<file path="src/rtl/soft_clock_mc.sv">
// soft_clock_mc: IPIF-programmed, glitch-free gating of C_NUM_CLK clocks derived from Bus2IP_Clk.
// IPIF MSB-first bit j maps to vector bit N-1-j here, so every field below uses the descending view.
module soft_clock_mc #(
  parameter int                   C_SIPIF_DWIDTH = 32,
  parameter int                   C_NUM_CLK      = 4,
  parameter int                   C_CNT_WIDTH    = 8,
  parameter logic [C_NUM_CLK-1:0] C_RESET_ON     = 4'hF
) (
  input  logic                        Bus2IP_Clk,
  input  logic                        Bus2IP_Reset,
  input  logic                        Bus2IP_WrCE,
  input  logic                        Bus2IP_RdCE,
  input  logic [C_SIPIF_DWIDTH-1:0]   Bus2IP_Data,
  input  logic [C_SIPIF_DWIDTH/8-1:0] Bus2IP_BE,
  output logic [C_NUM_CLK-1:0]        Clk2IP_Clk,
  output logic [C_SIPIF_DWIDTH-1:0]   Clk2Bus_Data,
  output logic                        Clk2Bus_WrAck,
  output logic                        Clk2Bus_RdAck,
  output logic                        Clk2Bus_Error,
  output logic                        Clk2Bus_ToutSup
);

  localparam int N = C_SIPIF_DWIDTH;

  localparam logic [3:0] OP_ENABLE  = 4'b1010;
  localparam logic [3:0] OP_DISABLE = 4'b0101;
  localparam logic [3:0] OP_RUN     = 4'b1100;

  localparam logic [1:0] ST_OFF = 2'b00;
  localparam logic [1:0] ST_ON  = 2'b01;
  localparam logic [1:0] ST_RUN = 2'b10;

  localparam logic [C_CNT_WIDTH-1:0] CNT_ZERO = {C_CNT_WIDTH{1'b0}};
  localparam logic [C_CNT_WIDTH-1:0] CNT_ONE  = {{(C_CNT_WIDTH-1){1'b0}}, 1'b1};

  logic [3:0]             op_s;
  logic [C_NUM_CLK-1:0]   mask_s;
  logic [C_CNT_WIDTH-1:0] cnt_s;
  logic                   lane_s;
  logic                   legal_s;
  logic                   valid_s;
  logic                   wr_go_s;
  logic [C_NUM_CLK-1:0]   on_s;
  logic [C_NUM_CLK-1:0]   run_s;
  logic                   unused_s;

  // Command decode and write qualification
  always_comb begin
    op_s   = Bus2IP_Data[3:0];
    mask_s = Bus2IP_Data[4 +: C_NUM_CLK];
    cnt_s  = Bus2IP_Data[N-1 -: C_CNT_WIDTH];
    lane_s = Bus2IP_WrCE & Bus2IP_BE[0];
    case (op_s)
      OP_ENABLE, OP_DISABLE: legal_s = 1'b1;
      OP_RUN:                legal_s = (cnt_s != CNT_ZERO);
      default:               legal_s = 1'b0;
    endcase
    valid_s = legal_s & (|mask_s);
  end

  assign Clk2Bus_WrAck   = lane_s & valid_s;
  assign Clk2Bus_Error   = lane_s & ~valid_s;
  assign Clk2Bus_RdAck   = Bus2IP_RdCE;
  assign Clk2Bus_ToutSup = Bus2IP_Reset;
  assign wr_go_s         = lane_s & valid_s;
  assign unused_s        = ^{Bus2IP_Data, Bus2IP_BE};

  for (genvar g = 0; g < C_NUM_CLK; g++) begin : g_ch
    localparam logic [1:0] ST_RST = C_RESET_ON[g] ? ST_ON : ST_OFF;

    logic [1:0]             state_q;
    logic [1:0]             state_d;
    logic [C_CNT_WIDTH-1:0] cnt_q;
    logic [C_CNT_WIDTH-1:0] cnt_d;
    logic                   en_pos_q;
    logic                   en_neg_q;

    // Next state: a selecting write always wins, otherwise a RUN counts down to OFF
    always_comb begin
      state_d = state_q;
      cnt_d   = cnt_q;
      if (wr_go_s && mask_s[g]) begin
        case (op_s)
          OP_ENABLE:  state_d = ST_ON;
          OP_DISABLE: state_d = ST_OFF;
          OP_RUN: begin
            state_d = ST_RUN;
            cnt_d   = cnt_s;
          end
          default:    state_d = state_q;
        endcase
      end else begin
        case (state_q)
          ST_RUN: begin
            cnt_d = cnt_q - CNT_ONE;
            if (cnt_q == CNT_ONE) begin
              state_d = ST_OFF;
            end else begin
              state_d = ST_RUN;
            end
          end
          ST_ON:   state_d = ST_ON;
          ST_OFF:  state_d = ST_OFF;
          default: state_d = ST_OFF;
        endcase
      end
    end

    // Channel state, count and rising-edge enable
    always_ff @(posedge Bus2IP_Clk or posedge Bus2IP_Reset) begin
      if (Bus2IP_Reset) begin
        state_q  <= ST_RST;
        cnt_q    <= CNT_ZERO;
        en_pos_q <= C_RESET_ON[g];
      end else begin
        state_q  <= state_d;
        cnt_q    <= cnt_d;
        en_pos_q <= (state_d != ST_OFF);
      end
    end

    // Retime the enable into the low phase so the AND gate never cuts a high pulse
    always_ff @(negedge Bus2IP_Clk or posedge Bus2IP_Reset) begin
      if (Bus2IP_Reset) begin
        en_neg_q <= C_RESET_ON[g];
      end else begin
        en_neg_q <= en_pos_q;
      end
    end

    assign Clk2IP_Clk[g] = Bus2IP_Clk & en_neg_q;
    assign on_s[g]       = (state_q != ST_OFF);
    assign run_s[g]      = (state_q == ST_RUN);
  end

  // Status word reflects registered state, so a same-cycle write is not yet visible
  always_comb begin
    Clk2Bus_Data = {N{1'b0}};
    if (Bus2IP_RdCE) begin
      Clk2Bus_Data[C_NUM_CLK-1:0]           = on_s;
      Clk2Bus_Data[2*C_NUM_CLK-1:C_NUM_CLK] = run_s;
    end else begin
      Clk2Bus_Data = {N{1'b0}};
    end
  end

endmodule

</file>
<file path="config.mk">
export PLATFORM = sky130hd
export DESIGN_NAME = soft_clock_mc
export DESIGN_NICKNAME = d
export VERILOG_FILES = /design/src/rtl/soft_clock_mc.sv
export SDC_FILE = /design/constraint.sdc
export NUM_CORES = 1
export LEC_CHECK = 0
export ABC_AREA = 1
export CORE_ASPECT_RATIO = 1.4
export CORE_UTILIZATION = 41
export CTS_CLUSTER_DIAMETER = 150
export DETAILED_ROUTE_END_ITERATION = 10
export PLACE_DENSITY = 0.67
export SLEW_MARGIN = 20
export SYNTH_ARGS = -nofsm -noshare
export SYNTH_HDL_FRONTEND = slang
export SYNTH_SLANG_ARGS = --single-unit
</file>
<file path="constraint.sdc">
create_clock -name Bus2IP_Clk -period 3.63 [get_ports Bus2IP_Clk]
set_input_delay 0.5445 -clock Bus2IP_Clk [delete_from_list [all_inputs] [get_ports Bus2IP_Clk]]
set_output_delay 0.5445 -clock Bus2IP_Clk [all_outputs]
set_load 0.05 [all_outputs]
</file>
==> qor.yml, run 1 <==
layout:
  synthToLayoutAreaGrowth_pct: 19.2
  drive_gt1_share_pct: 8.86
  final_common_cell: "nand2_1"
  fin_util_pct: 51.1
  final_net_count: 611
  instances_no_fill: 655
  final_cell_mix: "176 x nand2_1, 55 x inv_1, 46 x nand4_1"
  num_antenna_cells: 0
worst_setup_path:
  crit_type: "reg2out"
  crit_path_max_fanout: 1
  critPathCapture: "Clk2IP_Clk[3]"
  arrival_ns: 3.08
  required_ns: 3.09
  r2r_cells: 0
  slowest_stage: "dfstp_2"
  r2r_setup_slack_ns: 1.32
  worstReg2RegEnd: "g_ch[1].en_neg_q$_DFF_NP1_"
  cp-startpoint: "g_ch[3].en_neg_q$_DFF_NP1_"
  worst_path_largest_cell_delay_ns: 0.50
  r2r-start: "g_ch[1].en_pos_q$_DFF_PP1_"
  cp-start-kind: "flop"
  worst_setup_path_end_kind: "primary output"
  worstPathCellList: "nand2_1, inv_1, buf_6"
cts:
  clk_latency_ns: 0.49
  cts_tree: "done"
  post_cts.repair.setup_buffers: 0
  clkTransAtPathRegs_ns: 0.07
yosys:
  yosys_warnings: 0
  synth_area_leaders: "dfrtp_1 25%, nand2_1 19%, dfstp_2 8.9%, nand4_1 8.1%, ha_1 7.0%"
  syn_area_per_cell_um2: 6.97
  synthCells: 510
  synth_top_area_cell: "dfrtp_1"
  netlist_area_um2: 3560
  synth.top_cell.area_share_pct: 25.3
  synth_cell_types: 21
  ys_ff_latch: 48
  ys_seq_area_share_pct: 34.2
timing:
  setup_viol: 0
  setup_tns_ns: 0
  slew_violations: 0
  finalHoldViolCount: 0
  tightest_slew_ns: 0.690
  rsz0062_at_grt: "yes"
  fin_skew_ns: 0.0845
  slew_headroom_pct: 54.0
die:
  die_w_um: 80.7
  die-area_um2: 9060
  core.rowCount: 39
  ios: 80
  core_um2: 8300
  fp.dieH_um: 112
  start_util_pct: 42.9
global_route:
  grt_max_degree: 36
  grt_pass1_wl_mm: 14.8
  overflow: 0
  grt_pass1_vias: 3252
  grtUsageTotal_pct: 21.4
  antenna_found_initial: 0
place:
  place_congestion: 0.853
  place_hpwl_mm: 6.39
  place_inst: 639
  portBuffers: 36
detailed_routing:
  viasPerCell: 5.10
  first_iter_violations: 184
  routed_wl_mm: 8.67
  vias: 3338
  drc: 0
  first_pass_iters: 4
  antenna_left: 0
  routedWlPerCell_um: 13.2
worst_hold_path:
  hold_class: "in2async"
pwr:
  power_density_nw_per_um2: 532
  fin_total_pwr_mw: 2.26
  leakagePower_nw: 2.33
  irDropWorstVdd_uv: 683
run_status:
  status: "complete, no violations"
job:
  drv_cap: 0
repair_timing:
item                                   4_1_cts  5_1_grt
pin swaps                                    0        3
gates resized for setup                     30        1
endpoints found under the hold margin        0        0
setup endpoints to repair                    8        8
hold buffers                                 0        0
layout make-up:
| cell class | count | area (µm²) |
|---|---|---|
| fill | 816 | 4060 |
| multi-input combinational | 385 | 1950 |
| sequential | 48 | 1220 |
| timing repair buffer | 46 | 433 |
| clock buffer | 14 | 278 |
| inverter | 49 | 184 |
| tap | 102 | 128 |
| clock inverter | 11 | 53.8 |
flip-flops by register name, summed over array words and instances, names as in the netlist:
signal	cells
g_ch.state_q	8
g_ch.en_neg_q	4
g_ch.cnt_q	32
g_ch.en_pos_q	4
routing by layer:
| metal | wire (µm) | global-route usage [%] |
|---|---|---|
| met1 | 3650 | 25.0 |
| met2 | 4380 | 35.9 |
| met3 | 448 | 4.55 |
| met5 | 0 | 0 |
| met4 | 184 | 11.8 |
where the power goes:
group	internal (mW)	switching, mW	leakage, nW
Clock	0.575	0.498	0.208
Sequential	0.618	0.0380	0.622
Combinational	0.190	0.338	1.50
worst min path at each step:
stage / cells past startpoint / endpoint / slack (ns)
finish: 2 / g_ch[1].cnt_q[6]$_DFFE_PP0P_ / 0.43
global route: 2 / g_ch[1].cnt_q[5]$_DFFE_PP0P_ / 0.47
CTS: 2 / g_ch[1].cnt_q[4]$_DFFE_PP0P_ / 0.45
detailed placement: 2 / g_ch[3].cnt_q[4]$_DFFE_PP0P_ / 0.51
global placement: 2 / g_ch[0].cnt_q[1]$_DFFE_PP0P_ / 0.49
floorplan: 2 / g_ch[0].cnt_q[1]$_DFFE_PP0P_ / 0.48
synthesized netlist by cell type:
cell type,number
clkbuf_1,11
nor2b_1,1
o21ai_0,11
dfrtp_1,36
inv_1,54
nor3_1,6
nand3_1,44
nor2_1,31
nor3b_1,1
buf_2,7
nand2_1,177
a21oi_1,1
buf_1,1
dfstp_2,12
buf_4,27
nand4_1,46
xor2_1,18
nor3_4,1
ha_1,20
xnor2_1,4
conb_1,1
per-stage QoR:
| step | hold WS [ns] | area (µm²) | setup WS (ns) |
|---|---|---|---|
| final | 0.429 | 4240 | 0.000870 |
| after global placement | 0.490 | 3970 | -0.0819 |
| after global routing | 0.467 | 4240 | -0.0539 |
| after detailed placement | 0.511 | 3970 | -0.0817 |
| after floorplan | 0.476 | 3640 | 0.385 |
| after CTS | 0.446 | 4240 | 0.000513 |
worst max-delay path, delay by kind of cell (launching register included):
family                 cells  cell delay [ns]
buffers and inverters      2             0.22
and+or+nand+nor            1             0.05
DFF                        1             0.50
cell families after synthesis:
logic type / share of synthesized area (%)
compound gates: 1.69
xor+xnor: 5.42
fa+ha+maj: 7.03
buf+inv: 13.6
flops: 34.2
other cells: 0.105
simple gates: 37.9
Note: power is estimated with default switching activity, not from simulation.
==> run 2, diff against run 1 <==
--- a/config.mk
+++ b/config.mk
@@ -7,10 +7,10 @@
 export LEC_CHECK = 0
 export ABC_AREA = 1
 export CORE_ASPECT_RATIO = 1.4
-export CORE_UTILIZATION = 41
+export CORE_UTILIZATION = 42
 export CTS_CLUSTER_DIAMETER = 150
 export DETAILED_ROUTE_END_ITERATION = 10
-export PLACE_DENSITY = 0.67
+export PLACE_DENSITY = 0.69
 export SLEW_MARGIN = 20
 export SYNTH_ARGS = -nofsm -noshare
 export SYNTH_HDL_FRONTEND = slang
==> constraint.sdc (replaced) <==
create_clock -name Bus2IP_Clk -period 4.5 [get_ports Bus2IP_Clk]
set_input_delay 0.675 -clock Bus2IP_Clk [delete_from_list [all_inputs] [get_ports Bus2IP_Clk]]
set_output_delay 0.675 -clock Bus2IP_Clk [all_outputs]
set_load 0.05 [all_outputs]
==> qor.yml, run 2 (synthesized netlist as in run 1, its figures left out) <==
worst_setup_path:
  worstReg2RegEnd: "g_ch[0].en_neg_q$_DFF_NP1_"
  r2r_setup_slack_ns: 1.76
  crit_path_max_fanout: 1
  worst_path_largest_cell_delay_ns: 0.50
  crit_type: "reg2out"
  critPathCapture: "Clk2IP_Clk[0]"
  critical_path.top_delay_family: "flip-flops"
  worstPathCellList: "nand2_1, inv_1, clkdlybuf4s15_2"
  cp-start-kind: "flop"
  r2r-start: "g_ch[0].en_pos_q$_DFF_PP1_"
  cp-startpoint: "g_ch[0].en_neg_q$_DFF_NP1_"
  cp.depth: 3
  required_ns: 3.83
  worst_setup_path_end_kind: "primary output"
  arrival_ns: 3.74
  r2r_cells: 0
  slowest_stage: "dfstp_2"
  cp_num_buf_inv: 2
die:
  die-area_um2: 8850
  core_um2: 8200
  fp.dieH_um: 111
  start_util_pct: 43.4
  core.rowCount: 39
  die_w_um: 79.8
  ios: 80
layout:
  final_cell_mix: "177 x nand2_1, 56 x inv_1, 46 x nand4_1"
  fill_cells: 814
  num_antenna_cells: 0
  multi_input_area_um2: 1950
  max_flop_register: "g_ch.cnt_q"
  largest_reg_flops: 32
  final_common_cell: "nand2_1"
  reg_top3: "g_ch.cnt_q (32), g_ch.state_q (8)"
  final_net_count: 604
  drive_gt1_share_pct: 6.78
  seqCellArea_um2: 1220
  synthToLayoutAreaGrowth_pct: 17.2
detailed_routing:
  vias: 3298
  routed_wl_mm: 8.67
  viasPerCell: 5.09
  drc: 0
  antenna_left: 0
  first_pass_iters: 4
  first_iter_violations: 309
  routedWlPerCell_um: 13.4
global_route:
  grtUsageMet3_pct: 3.46
  antenna_found_initial: 0
  use_met2_pct: 34.7
  grt_pass1_vias: 3159
  grt_max_degree: 31
  gr-usage-met1_pct: 25.3
  grtUsageTotal_pct: 21.0
  grt.busiest_layer: "met2"
  grt_pass1_wl_mm: 14.4
  overflow: 0
cts:
  post_cts.repair.setup_buffers: 0
  clk_latency_ns: 0.49
  cts_tree: "done"
  clkTransAtPathRegs_ns: 0.06
timing:
  finalHoldViolCount: 0
  slew_headroom_pct: 63.4
  fin_skew_ns: 0.0900
  setup_viol: 0
  holdWs_ns: 0.524
  fin_ws_ns: 0.0828
  rsz0062_at_grt: "no"
  tightest_slew_ns: 0.548
  slew_violations: 0
  setup_tns_ns: 0
worst_hold_path:
  hold_class: "reg2reg"
pwr:
  leakagePower_nw: 2.28
  irDropWorstVdd_uv: 465
  power_density_nw_per_um2: 421
place:
  place_congestion: 0.885
  portBuffers: 36
  place_hpwl_mm: 6.24
  pre_cts_ws_ns: 0.220
job:
  drv_cap: 0
run_status:
  status: "complete, no violations"
-- run 2: cell types whose count changed in the layout (fill, tap and decap cells not counted), moves of 2 or more --
cell	change
buf_4	-8
buf_6	-3
clkdlybuf4s15_2	+4
clkdlybuf4s50_1	+2
clkinvlp_4	+2
inv_4	-2
-- run 2: metrics by stage --
stage / instances / instance area [µm²] / util [%] / total power, mW
6_report: 648 / 4170 / 50.9 / 1.76
3_3_place_gp: 632 / 3910 / 47.6 / 1.18
5_1_grt: 648 / 4170 / 50.9 / 1.86
2_1_floorplan: 533 / 3640 / - / 1.05
4_1_cts: 648 / 4170 / 50.9 / 1.78
3_5_place_dp: 632 / 3910 / 47.6 / 1.19
-- run 2: per-layer routing --
| layer | vias to the layer above | part of all wire [%] |
|---|---|---|
| li1 | 1646 | - |
| met1 | 1534 | 43 |
| met2 | 103 | 50 |
| met3 | 15 | 4.6 |
| met4 | 0 | 2.4 |
| met5 | - | 0 |
-- run 2: cell type report --
| type | count | area share [%] |
|---|---|---|
| sequential | 48 | 29.2 |
| clock inverter | 10 | 1.08 |
| inverter | 49 | 4.41 |
| multi-input combinational | 385 | 46.7 |
| tap | 102 | 3.06 |
| clock buffer | 15 | 6.66 |
| timing repair buffer | 39 | 8.94 |
-- run 2: power breakdown --
group / switching, mW / internal (mW) / total (mW)
clock: 0.377 / 0.427 / 0.804
combinational: 0.271 / 0.151 / 0.423
sequential: 0.0306 / 0.499 / 0.530
total: 0.679 / 1.08 / 1.76
-- run 2: what timing repair did --
item,in CTS,in global routing
hold buffers,0,0
hold endpoints to repair,0,0
setup endpoints to repair,8,0
gates resized for setup,12,0
-- run 2: worst min path at each step --
stage | startpoint | end | cells past startpoint
global route | g_ch[0].cnt_q[1]$_DFFE_PP0P_ | g_ch[0].cnt_q[1]$_DFFE_PP0P_ | 2
floorplan | g_ch[0].cnt_q[1]$_DFFE_PP0P_ | g_ch[0].cnt_q[1]$_DFFE_PP0P_ | 2
CTS | g_ch[0].cnt_q[1]$_DFFE_PP0P_ | g_ch[0].cnt_q[1]$_DFFE_PP0P_ | 2
global placement | g_ch[0].cnt_q[1]$_DFFE_PP0P_ | g_ch[0].cnt_q[1]$_DFFE_PP0P_ | 2
detailed placement | g_ch[0].cnt_q[1]$_DFFE_PP0P_ | g_ch[0].cnt_q[1]$_DFFE_PP0P_ | 2
finish | g_ch[0].cnt_q[1]$_DFFE_PP0P_ | g_ch[0].cnt_q[1]$_DFFE_PP0P_ | 2
==> run 3, diff against run 2 <==
--- a/config.mk
+++ b/config.mk
@@ -11,7 +11,7 @@
 export CTS_CLUSTER_DIAMETER = 150
 export DETAILED_ROUTE_END_ITERATION = 10
 export PLACE_DENSITY = 0.69
-export SLEW_MARGIN = 20
+export SLEW_MARGIN = 5
 export SYNTH_ARGS = -nofsm -noshare
 export SYNTH_HDL_FRONTEND = slang
 export SYNTH_SLANG_ARGS = --single-unit
==> results of run 3 <==
The final DEF is identical to that of run 2; final timing and power are the same.
